**config.mk**
```make
export PLATFORM = sky130hd
export DESIGN_NAME = uart_prog_loader
export DESIGN_NICKNAME = d
export VERILOG_FILES = /design/src/rtl/uart_prog_loader_pkg.sv /design/src/rtl/uart_prog_loader_word_assembler.sv /design/src/rtl/uart_prog_loader.sv
export SDC_FILE = /design/constraint.sdc
export NUM_CORES = 1
export LEC_CHECK = 0
export CORE_MARGIN = 2
export CORE_UTILIZATION = 55
export CTS_CLUSTER_DIAMETER = 50
export CTS_CLUSTER_SIZE = 10
export DETAILED_ROUTE_END_ITERATION = 10
export GPL_TIMING_DRIVEN = 0
export MAX_ROUTING_LAYER = met4
export PLACE_DENSITY = 0.76
export SLEW_MARGIN = 20
export SYNTH_ARGS = -nofsm -noshare
export SYNTH_HDL_FRONTEND = slang
export SYNTH_SLANG_ARGS = --single-unit
```
**constraint.sdc**
```tcl
create_clock -name clk -period 2 [get_ports clk]
set_input_delay 0.3 -clock clk [delete_from_list [all_inputs] [get_ports clk]]
set_output_delay 0.3 -clock clk [all_outputs]
set_load 0.02 [all_outputs]
```
**src/rtl/uart_prog_loader_pkg.sv**
```systemverilog
// Shared definitions for the UART program/data loader: FSM states,
// frame header codes and the bytes-per-word helper.
package loader_pkg;

  typedef enum logic [2:0] {
    S_IDLE   = 3'd0,
    S_ADDR_L = 3'd1,
    S_ADDR_H = 3'd2,
    S_CNT_L  = 3'd3,
    S_CNT_H  = 3'd4,
    S_DATA   = 3'd5,
    S_CSUM   = 3'd6
  } state_t;

  localparam logic [7:0] HDR_DMEM = 8'h01;
  localparam logic [7:0] HDR_IMEM = 8'h02;
  localparam logic [7:0] HDR_RUN  = 8'h03;

  // Number of payload bytes that make up one memory word.
  function automatic int BYTES_PER_WORD(input int data_w);
    return data_w / 8;
  endfunction

endpackage

```
**src/rtl/uart_prog_loader_word_assembler.sv**
```systemverilog
// Little-endian byte-to-word assembler. The first byte of a word lands in
// the least significant byte. word_done/word are combinational so the
// caller can register the write strobe in the same cycle as the last byte.
module word_assembler
  import loader_pkg::*;
#(
  parameter int DATA_W = 16
) (
  input  logic              clk,
  input  logic              reset,
  input  logic              clear,
  input  logic              valid,
  input  logic [7:0]        data_byte,
  output logic              word_done,
  output logic [DATA_W-1:0] word
);

  localparam int BPW   = BYTES_PER_WORD(DATA_W);
  localparam int IDX_W = (BPW > 1) ? $clog2(BPW) : 1;

  logic [IDX_W-1:0]  idx_r;
  logic [DATA_W-1:0] shift_r;

  // New byte enters at the top, earlier bytes move down one byte lane.
  assign word      = (shift_r >> 8) | (DATA_W'(data_byte) << (DATA_W - 8));
  assign word_done = valid && (idx_r == IDX_W'(BPW - 1));

  // Shift register and byte index; clear discards any partial word.
  always_ff @(posedge clk) begin
    if (reset || clear) begin
      idx_r   <= {IDX_W{1'b0}};
      shift_r <= {DATA_W{1'b0}};
    end else if (valid) begin
      shift_r <= word;
      idx_r   <= word_done ? {IDX_W{1'b0}} : idx_r + IDX_W'(1'b1);
    end else begin
      idx_r   <= idx_r;
      shift_r <= shift_r;
    end
  end

endmodule

```
**src/rtl/uart_prog_loader.sv**
```systemverilog
// Framed UART loader: parses HDR/ADDR/CNT/payload/CSUM frames, writes
// assembled words to instruction or data memory and holds the CPU until RUN.
module uart_prog_loader
  import loader_pkg::*;
#(
  parameter int DATA_W      = 16,
  parameter int ADDR_W      = 16,
  parameter int TIMEOUT_CYC = 100000
) (
  input  logic              clk,
  input  logic              reset,
  input  logic              rx_valid,
  input  logic [7:0]        rx_byte,
  output logic              imem_we,
  output logic              dmem_we,
  output logic [ADDR_W-1:0] mem_addr,
  output logic [DATA_W-1:0] mem_wdata,
  output logic              cpu_hold,
  output logic              busy,
  output logic              done,
  output logic              err
);

  localparam int TO_W = $clog2(TIMEOUT_CYC + 1);

  state_t            state_r, state_next;
  logic              is_imem_r, is_imem_next;
  logic [7:0]        addr_lo_r, addr_lo_next;
  logic [ADDR_W-1:0] addr_r, addr_next;
  logic [7:0]        cnt_lo_r, cnt_lo_next;
  logic [15:0]       cnt_r, cnt_next;
  logic [7:0]        csum_r, csum_next;
  logic [TO_W-1:0]   to_cnt_r, to_cnt_next;
  logic              hold_r, hold_next;
  logic              imem_we_r, imem_we_next;
  logic              dmem_we_r, dmem_we_next;
  logic [ADDR_W-1:0] mem_addr_r, mem_addr_next;
  logic [DATA_W-1:0] mem_wdata_r, mem_wdata_next;
  logic              done_r, done_next;
  logic              err_r, err_next;
  logic              busy_r;

  logic              asm_valid_s;
  logic              asm_clear_s;
  logic              word_done_s;
  logic [DATA_W-1:0] word_s;

  // Payload bytes only feed the assembler in DATA; any other state flushes it.
  assign asm_valid_s = rx_valid && (state_r == S_DATA);
  assign asm_clear_s = (state_r != S_DATA);

  word_assembler #(.DATA_W(DATA_W)) u_asm (
    .clk       (clk),
    .reset     (reset),
    .clear     (asm_clear_s),
    .valid     (asm_valid_s),
    .data_byte (rx_byte),
    .word_done (word_done_s),
    .word      (word_s)
  );

  // Frame parser: next state, counters, checksum and next output values.
  always_comb begin
    state_next     = state_r;
    is_imem_next   = is_imem_r;
    addr_lo_next   = addr_lo_r;
    addr_next      = addr_r;
    cnt_lo_next    = cnt_lo_r;
    cnt_next       = cnt_r;
    csum_next      = csum_r;
    hold_next      = hold_r;
    mem_addr_next  = mem_addr_r;
    mem_wdata_next = mem_wdata_r;
    imem_we_next   = 1'b0;
    dmem_we_next   = 1'b0;
    done_next      = 1'b0;
    err_next       = 1'b0;
    to_cnt_next    = {TO_W{1'b0}};

    case (state_r)
      S_IDLE: begin
        if (rx_valid) begin
          case (rx_byte)
            HDR_DMEM, HDR_IMEM: begin
              hold_next    = 1'b1;
              is_imem_next = (rx_byte == HDR_IMEM);
              csum_next    = 8'h00;
              state_next   = S_ADDR_L;
            end
            HDR_RUN: begin
              hold_next = 1'b0;
              done_next = 1'b1;
            end
            default: begin
              err_next = 1'b1;
            end
          endcase
        end else begin
          state_next = S_IDLE;
        end
      end
      S_ADDR_L: begin
        if (rx_valid) begin
          addr_lo_next = rx_byte;
          csum_next    = csum_r ^ rx_byte;
          state_next   = S_ADDR_H;
        end else begin
          state_next = S_ADDR_L;
        end
      end
      S_ADDR_H: begin
        if (rx_valid) begin
          // Upper address bits beyond ADDR_W are dropped but still checksummed.
          addr_next  = ADDR_W'({rx_byte, addr_lo_r});
          csum_next  = csum_r ^ rx_byte;
          state_next = S_CNT_L;
        end else begin
          state_next = S_ADDR_H;
        end
      end
      S_CNT_L: begin
        if (rx_valid) begin
          cnt_lo_next = rx_byte;
          csum_next   = csum_r ^ rx_byte;
          state_next  = S_CNT_H;
        end else begin
          state_next = S_CNT_L;
        end
      end
      S_CNT_H: begin
        if (rx_valid) begin
          cnt_next   = {rx_byte, cnt_lo_r};
          csum_next  = csum_r ^ rx_byte;
          state_next = ({rx_byte, cnt_lo_r} == 16'h0000) ? S_CSUM : S_DATA;
        end else begin
          state_next = S_CNT_H;
        end
      end
      S_DATA: begin
        if (rx_valid) begin
          csum_next = csum_r ^ rx_byte;
          if (word_done_s) begin
            imem_we_next   = is_imem_r;
            dmem_we_next   = !is_imem_r;
            mem_addr_next  = addr_r;
            mem_wdata_next = word_s;
            addr_next      = addr_r + ADDR_W'(1'b1);
            cnt_next       = cnt_r - 16'd1;
            state_next     = (cnt_r == 16'd1) ? S_CSUM : S_DATA;
          end else begin
            state_next = S_DATA;
          end
        end else begin
          state_next = S_DATA;
        end
      end
      S_CSUM: begin
        if (rx_valid) begin
          if (rx_byte == csum_r) begin
            done_next = 1'b1;
          end else begin
            err_next = 1'b1;
          end
          state_next = S_IDLE;
        end else begin
          state_next = S_CSUM;
        end
      end
      default: begin
        state_next = S_IDLE;
      end
    endcase

    // Inter-byte timeout; an arriving byte always beats an expiring counter.
    if (state_r != S_IDLE) begin
      if (rx_valid) begin
        to_cnt_next = {TO_W{1'b0}};
      end else if (to_cnt_r == TO_W'(TIMEOUT_CYC - 1)) begin
        err_next    = 1'b1;
        state_next  = S_IDLE;
        to_cnt_next = {TO_W{1'b0}};
      end else begin
        to_cnt_next = to_cnt_r + TO_W'(1'b1);
      end
    end else begin
      to_cnt_next = {TO_W{1'b0}};
    end
  end

  // State and output registers; reset discards any frame and re-holds the CPU.
  always_ff @(posedge clk) begin
    if (reset) begin
      state_r     <= S_IDLE;
      is_imem_r   <= 1'b0;
      addr_lo_r   <= 8'h00;
      addr_r      <= {ADDR_W{1'b0}};
      cnt_lo_r    <= 8'h00;
      cnt_r       <= 16'h0000;
      csum_r      <= 8'h00;
      to_cnt_r    <= {TO_W{1'b0}};
      hold_r      <= 1'b1;
      imem_we_r   <= 1'b0;
      dmem_we_r   <= 1'b0;
      mem_addr_r  <= {ADDR_W{1'b0}};
      mem_wdata_r <= {DATA_W{1'b0}};
      done_r      <= 1'b0;
      err_r       <= 1'b0;
      busy_r      <= 1'b0;
    end else begin
      state_r     <= state_next;
      is_imem_r   <= is_imem_next;
      addr_lo_r   <= addr_lo_next;
      addr_r      <= addr_next;
      cnt_lo_r    <= cnt_lo_next;
      cnt_r       <= cnt_next;
      csum_r      <= csum_next;
      to_cnt_r    <= to_cnt_next;
      hold_r      <= hold_next;
      imem_we_r   <= imem_we_next;
      dmem_we_r   <= dmem_we_next;
      mem_addr_r  <= mem_addr_next;
      mem_wdata_r <= mem_wdata_next;
      done_r      <= done_next;
      err_r       <= err_next;
      busy_r      <= (state_next != S_IDLE);
    end
  end

  assign imem_we   = imem_we_r;
  assign dmem_we   = dmem_we_r;
  assign mem_addr  = mem_addr_r;
  assign mem_wdata = mem_wdata_r;
  assign cpu_hold  = hold_r;
  assign busy      = busy_r;
  assign done      = done_r;
  assign err       = err_r;

endmodule

```
# After elaboration in Yosys (flattened, before gate mapping)

Index checks and enable logic that the tools add are counted.
Widths: inputs -> output; s select.

Add/sub/neg operators: 4
$mul: 0
Div/mod/pow operators: 0
Magnitude comparators: 0
Equal/unequal tests: 20
Shift-type cells: 0
Mux-type cells: 42
Bitwise operators: 6
Reduce and logical (&&, ||, !) cells: 25

Operators by type and width:

| operator              | count |
|---|---|
| $mux 16               | 6 |
| $pmux 16 s2           | 2 |
| $mux 3                | 8 |
| $mux 8                | 3 |
| $pmux 3 s7            | 1 |
| $add 17x1->17 const B | 1 |
| $eq 17x17->1 const B  | 1 |
| $add 16x1->16 const B | 1 |
| $eq 16x1->1 const B   | 1 |
| $eq 8x2->1 const B    | 2 |
| $logic_not 16->1      | 1 |
| $or 8x16->16          | 1 |
| $pmux 8 s2            | 1 |
| $sub 16x1->16 const B | 1 |
| $mux 1                | 13 |
| $reduce_and 4->1      | 3 |
| $mux 2                | 5 |
| $eq 3x3->1 const B    | 3 |
| $reduce_and 3->1      | 3 |
| $eq 8x1->1 const B    | 1 |
| $eq 8x8->1            | 1 |
| $ne 2x2->1 const B    | 4 |
| $reduce_bool 2->1     | 4 |
| $reduce_or 4->1       | 2 |
| other kinds (17)      | 28 |

Register bits: 132
Latch bits: 0
RAM bits: 0
Memory bits (read-only): 0
Output and inout port bits: 38
Word-level logic and storage cells: 115
Memories kept: 0

# Logic depth before layout (Yosys ltp)

Gate-level depths: netlist (run 1).

Depth in word-level cells: 10
Mapped depth: 8
Gate-level depth less buffers: 7

# Hierarchy

A second synthesis (run 1) with hierarchy kept.

Cell total of the unflattened synthesis: 741
Area total of the unflattened synthesis: 5915.7 sq um

By module, submodules not included:

| module           | instances | cells an instance | area an instance (sq um) | sequential area each (sq um) |
|---|---|---|---|---|
| uart_prog_loader | 1         | 702               | 5521.5                   | 2302.2 |
| word_assembler   | 1         | 39                | 394.1                    | 180.2 |

# Worst setup path before layout (run 1)

Ideal clock, no wire load.

Path type: register -> register
Start: reg cnt_r[0]
End: reg cnt_r[10]
Library setup time: 0.086 ns
Arrival time: 1.571 ns
Data required time: 1.914 ns
Path slack: 0.343 ns
Cell stages (with the launch flop): 8
Period minus slack after synthesis: 1.657 ns
Cell sequence: dfxtp_1 > inv_1 > ha_1 > or3b_1 > nor3_1 > a31o_2 > a21oi_1 > a211oi_1

Cells in the longest elaborated chain, start to end: 4

Ends and longest elaborated chain:

| element                  | line                    | text |
|---|---|---|
| start: declaration       | uart_prog_loader.sv:31  | `logic [15:0] cnt_r, cnt_next;` |
| start signal: assignment | uart_prog_loader.sv:215 | `cnt_r <= cnt_next;` |
| $sub 16x1->16            | uart_prog_loader.sv:148 | `cnt_next = cnt_r - 16'd1;` |
| $mux 16                  | uart_prog_loader.sv:142 | `if (word_done_s) begin` |
| $mux 16                  | uart_prog_loader.sv:140 | `if (rx_valid) begin` |
| $pmux 16 s2              | uart_prog_loader.sv:80  | `case (state_r)` |

Every way passes these cells. The select of a mux whose other input is x is not followed.
A chain may end at the register's enable or synchronous reset.

# Worst setup path after layout (run 1)

Same ends and word-level chain as after synthesis.

==> implementation parameters, run 1 <==
Parameter                              Value

Outcome
  Outcome    completed

Placed design
  Worst slack at placement    -0.329 ns
  Routability Congestion    0.922
  HPWL Detailed    11100 µm
  Cell count after placement    925
  IO buf count    39

Worst setup path
  Element type at the critical path end    register
  Worst-path cell chain    inv_1 > ha_4 > or3b_1 > nor3_1 > a31o_2 > a21oi_1 > a211oi_1
  Crit path launch type    register
  Kind of cell with the highest combined delay on the critical path    simple AND/OR/NAND/NOR gates
  Critical path's slowest cell    sky130_fd_sc_hd__nor3_1
  Data required time at the worst endpoint    2.45 ns
  Arrival time of data at the critical path endpoint    2.35 ns
  Biggest cell delay along the critical path    0.39 ns
  Crit path buf inv count    1
  Max Fanout on Critical Path    5
  Reg-to-reg setup timing slack    0.1 ns
  Type of the setup path with the least slack    register to register

Synthesis
  Post-synthesis cell type count    73
  Mean instance size in the synthesized netlist    7.83 µm²
  Cell count after synthesis    750
  Leading post-synthesis cells by instance count    sky130_fd_sc_hd__nand2_1 (141), sky130_fd_sc_hd__dfxtp_1 (124), sky130_fd_sc_hd__a21oi_1 (96)
  Part of the Yosys area used for sequential elements    0.423
  Netlist area before placement    0.00587 mm²
  Most frequent cell after synthesis    sky130_fd_sc_hd__nand2_1
  Yosys warning count    0
  Area fraction of the dominant cell type after synthesis    0.423
  Most area-hungry cell type in the Yosys netlist    sky130_fd_sc_hd__dfxtp_1
  Number of enable flip-flop cells after synthesis    0
  Flop and latch count out of synthesis    124
  FFs w/ async S/R, synth    0
  Post-synthesis net count    765
  Top flip-flop cell by instance count after synthesis    sky130_fd_sc_hd__dfxtp_1
  Dominant cells by area after synthesis    sky130_fd_sc_hd__dfxtp_1 (42%), sky130_fd_sc_hd__nand2_1 (9.0%), sky130_fd_sc_hd__a21oi_1 (8.2%)

Power and ir drop
  PD cells    781 mW/mm²
  Lkg Pwr    2.39 nW
  Worst vdd ir    0.000570 V
  Overall power    5.53 mW

Run
  Maximum Capacitance Violations    0

CTS
  # clock sinks    124
  Cell at the root of the clock tree    sky130_fd_sc_hd__clkbuf_8
  Maximum clock insertion buffer count    2
  Clock transition at the register clock pins on the worst setup and hold paths after CTS    0.06 ns
  Number of buffers inserted by hold repair at cts    0
  CTS Buf Count    17
  H-tree lvl count    4
  Insertion delay of the later-clocked pin in the worst-skew pair    0.54 ns
  TritonCTS clock tree    built

Timing
  Max Freq    525 MHz
  Unrepaired setup endpoints after global routing    true
  Worst clock skew    0.00754 ns
  Final worst path period share    0.952
  Setup total negative slack    0 ns
  Slew of the pin with the lowest slew margin    0.793 ns
  Max-slew violation count    0
  Total of endpoints with negative setup slack in the final report    0
  Max_slew headroom    0.471
  Final hold viol count    0
  Setup ws final    0.0950 ns
  Post-layout minimum cycle time    1.90 ns

Global routing
  Gr ovfl total    0
  Via count of the first global-routing pass    5473
  Wire length of the first global-routing pass    26700 µm
  Pin count of the biggest net entering global routing    17
  Tot GR Track Use    0.307
  Initial antenna violation count    0

Min path
  Worst min-delay path category    primary input to register

Layout
  Util after Layout    0.685
  Antenna diode count    0
  Number of non-filler instances in the completed layout    955
  Filler Cells Inserted    840
  Number of nets in the layout    824
  Growth of design area from synthesis to finish    20.4%
  Fraction of final layout cells sized beyond drive strength 1    0.101

Drt
  Number of remaining DRC errors    0
  Detailed-route vias per instance    6.02
  First-pass DRT Iterations    5
  Antenna Nets Post-Route    0
  Vias after detailed routing    5748
  Number of DRC markers after the initial detailed-route iteration    463
  Wirelength, routed    16500 µm
  Wire length per cell after detailed routing    17.2 µm

Die
  Placement Rows    37
  Number of top-level design ports    49
  Area of the core    0.0103 mm²
  X dimension of the die    107 µm
  Floorplan die area    0.0115 mm²
  Starting density of the core    0.569
  Vertical die dimension    107 µm
-- logic make-up after synthesis --
| family | Yosys count | share of synthesized area |
|---|---|---|
| AND/OR/NAND/NOR | 341 | 0.288 |
| multiplexers | 9 | 0.0153 |
| flip-flops | 124 | 0.423 |
| adder cells (fa/ha/maj) | 4 | 0.00852 |
| AO/OA/AOI/OAI | 188 | 0.193 |
| XOR/XNOR | 17 | 0.0254 |
| buffers and inverters | 67 | 0.0471 |
-- path summary, 6_finish.rpt --
| kind | startpoint | end | cells past startpoint |
|---|---|---|---|
| max | cnt_r[0] | cnt_r[10] | 7 |
| min reg2reg | to_cnt_r[0] | to_cnt_r[0] | 1 |
| min | rx_byte[2] | addr_lo_r[2] | 3 |
| max reg2reg | cnt_r[0] | cnt_r[10] | 7 |
-- per-layer routing --
metal | global-route usage | part of all wire | up-vias
met5 | - | 0 | -
met1 | 0.383 | 0.42 | 2728
li1 | - | - | 2726
met4 | 0.120 | 0.022 | 0
met3 | 0.0745 | 0.079 | 33
met2 | 0.481 | 0.48 | 261
-- registers in the layout (all words and copies together), names as in the netlist --
register / cells
cnt_lo_r: 8
is_imem_r: 1
done: 1
u_asm.idx_r: 1
mem_wdata: 16
csum_r: 8
cnt_r: 16
u_asm.shift_r: 8
dmem_we: 1
addr_lo_r: 8
addr_r: 16
state_r: 3
imem_we: 1
mem_addr: 16
err: 1
to_cnt_r: 17
cpu_hold: 1
busy: 1
-- layout make-up --
class | count | area, µm² | share of cell area
clock buffer | 22 | 463 | 0.0655
tap | 136 | 170 | 0.0241
timing repair buffer | 40 | 398 | 0.0563
sequential | 124 | 2480 | 0.351
inverter | 15 | 56.3 | 0.00796
clock inverter | 7 | 91.3 | 0.0129
multi-input combinational | 559 | 3170 | 0.448
buffer | 52 | 240 | 0.0340
-- where the power goes --
group          internal (mW)  switching, mW  leakage (nW)  total, mW
logic                 0.0453          0.122          1.12      0.167
clock network           1.84           1.04         0.273       2.88
registers               2.47        0.00140         0.999       2.48
total                   4.36           1.16          2.39       5.53
-- per-stage QoR --
step	cell area (µm²)	hold WS, ns
after global placement	6430	0.427
after global routing	7070	0.186
after floorplan	5870	0.418
final	7070	0.180
after detailed placement	6430	0.440
after CTS	6990	0.164
-- layout by cell type (no fill, tap or decap), types with 6 or more instances in the layout --
| cell | instances |
|---|---|
| sky130_fd_sc_hd__a211oi_1 | 6 |
| sky130_fd_sc_hd__a21oi_1 | 96 |
| sky130_fd_sc_hd__buf_2 | 13 |
| sky130_fd_sc_hd__clkbuf_1 | 28 |
| sky130_fd_sc_hd__clkbuf_16 | 16 |
| sky130_fd_sc_hd__clkdlybuf4s50_1 | 39 |
| sky130_fd_sc_hd__dfxtp_1 | 123 |
| sky130_fd_sc_hd__inv_1 | 15 |
| sky130_fd_sc_hd__mux2i_1 | 9 |
| sky130_fd_sc_hd__nand2_1 | 141 |
| sky130_fd_sc_hd__nand2b_1 | 8 |
| sky130_fd_sc_hd__nand3_1 | 15 |
| sky130_fd_sc_hd__nand3b_1 | 6 |
| sky130_fd_sc_hd__nand4_1 | 10 |
| sky130_fd_sc_hd__nor2_1 | 76 |
| sky130_fd_sc_hd__nor2b_1 | 11 |
| sky130_fd_sc_hd__nor3_1 | 18 |
| sky130_fd_sc_hd__nor4_1 | 6 |
| sky130_fd_sc_hd__o21ai_0 | 30 |
| sky130_fd_sc_hd__or3_1 | 6 |
| sky130_fd_sc_hd__xnor2_1 | 7 |
| sky130_fd_sc_hd__xor2_1 | 10 |
-- repair_timing --
action,in CTS,in global routing
setup buffers,0,1
endpoints found under the setup margin,2,34
pin swaps,0,2
gates resized for setup,1,26
-- tightest hold or removal path, stage by stage --
cell	delay, ns
sky130_fd_sc_hd__buf_2	0.21
sky130_fd_sc_hd__nand2_1	0.09
sky130_fd_sc_hd__a21oi_1	0.06
Note: power is estimated with default switching activity, not from simulation.
==> run 2, diff against run 1 <==
--- a/config.mk
+++ b/config.mk
@@ -6,13 +6,12 @@
 export NUM_CORES = 1
 export LEC_CHECK = 0
 export CORE_MARGIN = 2
-export CORE_UTILIZATION = 55
+export CORE_UTILIZATION = 45
 export CTS_CLUSTER_DIAMETER = 50
 export CTS_CLUSTER_SIZE = 10
 export DETAILED_ROUTE_END_ITERATION = 10
 export GPL_TIMING_DRIVEN = 0
 export MAX_ROUTING_LAYER = met4
-export PLACE_DENSITY = 0.76
 export SLEW_MARGIN = 20
 export SYNTH_ARGS = -nofsm -noshare
 export SYNTH_HDL_FRONTEND = slang
==> implementation parameters, run 2 (synthesis gave the netlist of run 1 again) <==
Parameter                              Value

CTS
  Clock transition at the register clock pins on the worst setup and hold paths after CTS    0.06 ns (about the same)
  Cell at the root of the clock tree    sky130_fd_sc_hd__clkbuf_16
  H-tree lvl count    4 (unchanged)
  # clock sinks    124 (unchanged)
  Maximum clock insertion buffer count    2 (unchanged)
  CTS Buf Count    17 (unchanged)
  Insertion delay of the later-clocked pin in the worst-skew pair    0.42 ns (-0.12 ns)
  TritonCTS clock tree    built

Worst setup path
  Reg-to-reg setup timing slack    0.08 ns (-0.02 ns)
  Cells on worst reg2reg path    6 (-1)
  Type of the setup path with the least slack    register to register
  Reg2reg end    addr_r[6]
  Crit path launch type    register
  Arrival time of data at the critical path endpoint    2.18 ns (-0.17 ns)
  Max Fanout on Critical Path    10 (+5)
  Element type at the critical path end    register
  Worst setup path startpoint    state_r[0]
  FF-to-FF Start    state_r[0]
  Data required time at the worst endpoint    2.26 ns (-0.19 ns)
  CP endpoint    addr_r[6]

Drt
  Number of remaining DRC errors    0 (unchanged)
  Antenna Nets Post-Route    0 (unchanged)
  Detailed-route vias per instance    5.67 (-5.8%)
  Vias after detailed routing    5632 (-2.0%)
  Number of DRC markers after the initial detailed-route iteration    417 (-9.9%)
  First-pass DRT Iterations    5 (unchanged)
  Wirelength, routed    16800 µm (+2.2%)
  Wire length per cell after detailed routing    16.9 µm (-1.7%)

Power and ir drop
  Worst vdd ir    0.000603 V (+5.8%)
  PD cells    853 mW/mm² (+9.2%)
  Lkg Pwr    2.42 nW (+1.4%)

Timing
  Final worst path period share    0.960 (+0.00769)
  Total of endpoints with negative setup slack in the final report    0 (unchanged)
  Final hold viol count    0 (unchanged)
  Slew of the pin with the lowest slew margin    0.854 ns (+0.0608 ns)
  Setup total negative slack    0 ns (unchanged)
  Max_slew headroom    0.431 (-0.0405)
  Post-layout minimum cycle time    1.92 ns (+0.0154 ns)
  Worst clock skew    0.00747 ns (-0.0000751 ns)
  Max Freq    521 MHz (-0.80%)
  Max-slew violation count    0 (unchanged)
  Unrepaired setup endpoints after global routing    true

Die
  Area of the core    0.0127 mm² (+23%)
  X dimension of the die    118 µm (+10%)
  Number of top-level design ports    49 (unchanged)
  Floorplan die area    0.0140 mm² (+21%)
  Starting density of the core    0.463 (-0.105)
  Placement Rows    41 (+11%)
  Vertical die dimension    118 µm (+10%)

Layout
  Antenna diode count    0 (unchanged)
  Multi-input combinational cell area    0.00317 mm² (about the same)
  Most used cells in the layout excluding fill and tap cells    sky130_fd_sc_hd__nand2_1 (141), sky130_fd_sc_hd__dfxtp_1 (123), sky130_fd_sc_hd__a21oi_1 (96)
  Footprint of the flip-flops and latches    0.00248 mm² (unchanged)
  Growth of design area from synthesis to finish    23.2%
  Number of nets in the layout    824 (unchanged)
  Util after Layout    0.571 (-0.114)
  Fraction of final layout cells sized beyond drive strength 1    0.108 (+0.00706)
  Filler Cells Inserted    1209 (+44%)
  Largest register by flop count    to_cnt_r
  Most common cell after layout, fill and taps aside    sky130_fd_sc_hd__nand2_1
  Flip-flop count of the largest register, all copies and words added    17 (unchanged)

Min path
  Start point of the worst min-delay path    rx_byte[2]
  Worst min-delay path category    primary input to register
  Instance count along the most critical hold path    3 (unchanged)

Global routing
  Tot GR Track Use    0.248 (-0.0589)
  Wire length of the first global-routing pass    26800 µm (+0.36%)
  Initial antenna violation count    0 (unchanged)
  Gr ovfl total    0 (unchanged)
  Via count of the first global-routing pass    5319 (-2.8%)
  Pin count of the biggest net entering global routing    17 (unchanged)

Outcome
  Outcome    completed

Placed design
  IO buf count    39 (unchanged)
  HPWL Detailed    11600 µm (+3.9%)
  Routability Congestion    0.901 (-2.3%)

Run
  Maximum Capacitance Violations    0 (unchanged)
[run 2: routing by layer]
metal	vias to the layer above	routed length, µm	track usage
met3	24	1100	0.0652
met5	-	0	-
met2	170	7930	0.391
li1	2731	-	-
met4	0	269	0.0783
met1	2707	7510	0.310
[run 2: what timing repair did]
item                                    in CTS  in global routing
pin swaps                                    0                  2
gates resized for setup                      1                 22
hold buffers                                 0                  0
endpoints found under the setup margin       2                 43
setup buffers                                0                  1
[run 2: power by group]
group / internal [mW] / leakage [nW] / total (mW) / switching (mW)
registers: 2.47 / 0.999 / 2.47 / 0.00143
clock network: 2.37 / 0.319 / 3.53 / 1.16
logic: 0.0453 / 1.10 / 0.172 / 0.127
[run 2: metrics by stage]
step | power, mW | setup slack, ns | hold WS (ns) | area [µm²] | std cells
final | 6.18 | 0.0796 | 0.295 | 7240 | 993
after global routing | 6.34 | -0.0217 | 0.297 | 7240 | 993
after CTS | 6.22 | 0.0737 | 0.276 | 7160 | 992
after detailed placement | 2.70 | -0.366 | 0.439 | 6480 | 961
after global placement | 2.70 | -0.359 | 0.434 | 6480 | 961
after floorplan | 2.63 | 0.343 | 0.418 | 5870 | 750
[run 2: how the worst min path moves through the flow]
stage / to / slack [ns]
floorplan: to_cnt_r[0] / 0.42
global placement: to_cnt_r[0] / 0.43
detailed placement: to_cnt_r[0] / 0.44
CTS: cnt_lo_r[2] / 0.28
global route: mem_wdata[10] / 0.30
finish: cnt_lo_r[2] / 0.29
[run 2: layout make-up]
| class | count | share of cell area |
|---|---|---|
| plain buffers | 52 | 0.0325 |
| clock buffers | 18 | 0.0607 |
| clock inverters | 13 | 0.0328 |
| inverters | 15 | 0.00778 |
| multi-input cells | 559 | 0.438 |
| flip-flops and latches | 124 | 0.343 |
| well taps | 172 | 0.0297 |
| repair buffers | 40 | 0.0550 |
[run 2: critical path, cell delays in order (launching register included)]
cell and delay, ns:
sky130_fd_sc_hd__dfxtp_1 0.42, sky130_fd_sc_hd__clkbuf_4 0.24, sky130_fd_sc_hd__nand3b_2 0.18, sky130_fd_sc_hd__clkbuf_4 0.26
sky130_fd_sc_hd__clkbuf_2 0.27, sky130_fd_sc_hd__a211oi_1 0.30, sky130_fd_sc_hd__nor3_1 0.10
==> run 3, diff against run 2 <==
--- a/config.mk
+++ b/config.mk
@@ -5,6 +5,7 @@
 export SDC_FILE = /design/constraint.sdc
 export NUM_CORES = 1
 export LEC_CHECK = 0
+export CAP_MARGIN = 30
 export CORE_MARGIN = 2
 export CORE_UTILIZATION = 45
 export CTS_CLUSTER_DIAMETER = 50
==> results of run 3 <==
Same layout as run 2: the final DEF is identical, and so are final timing and power.
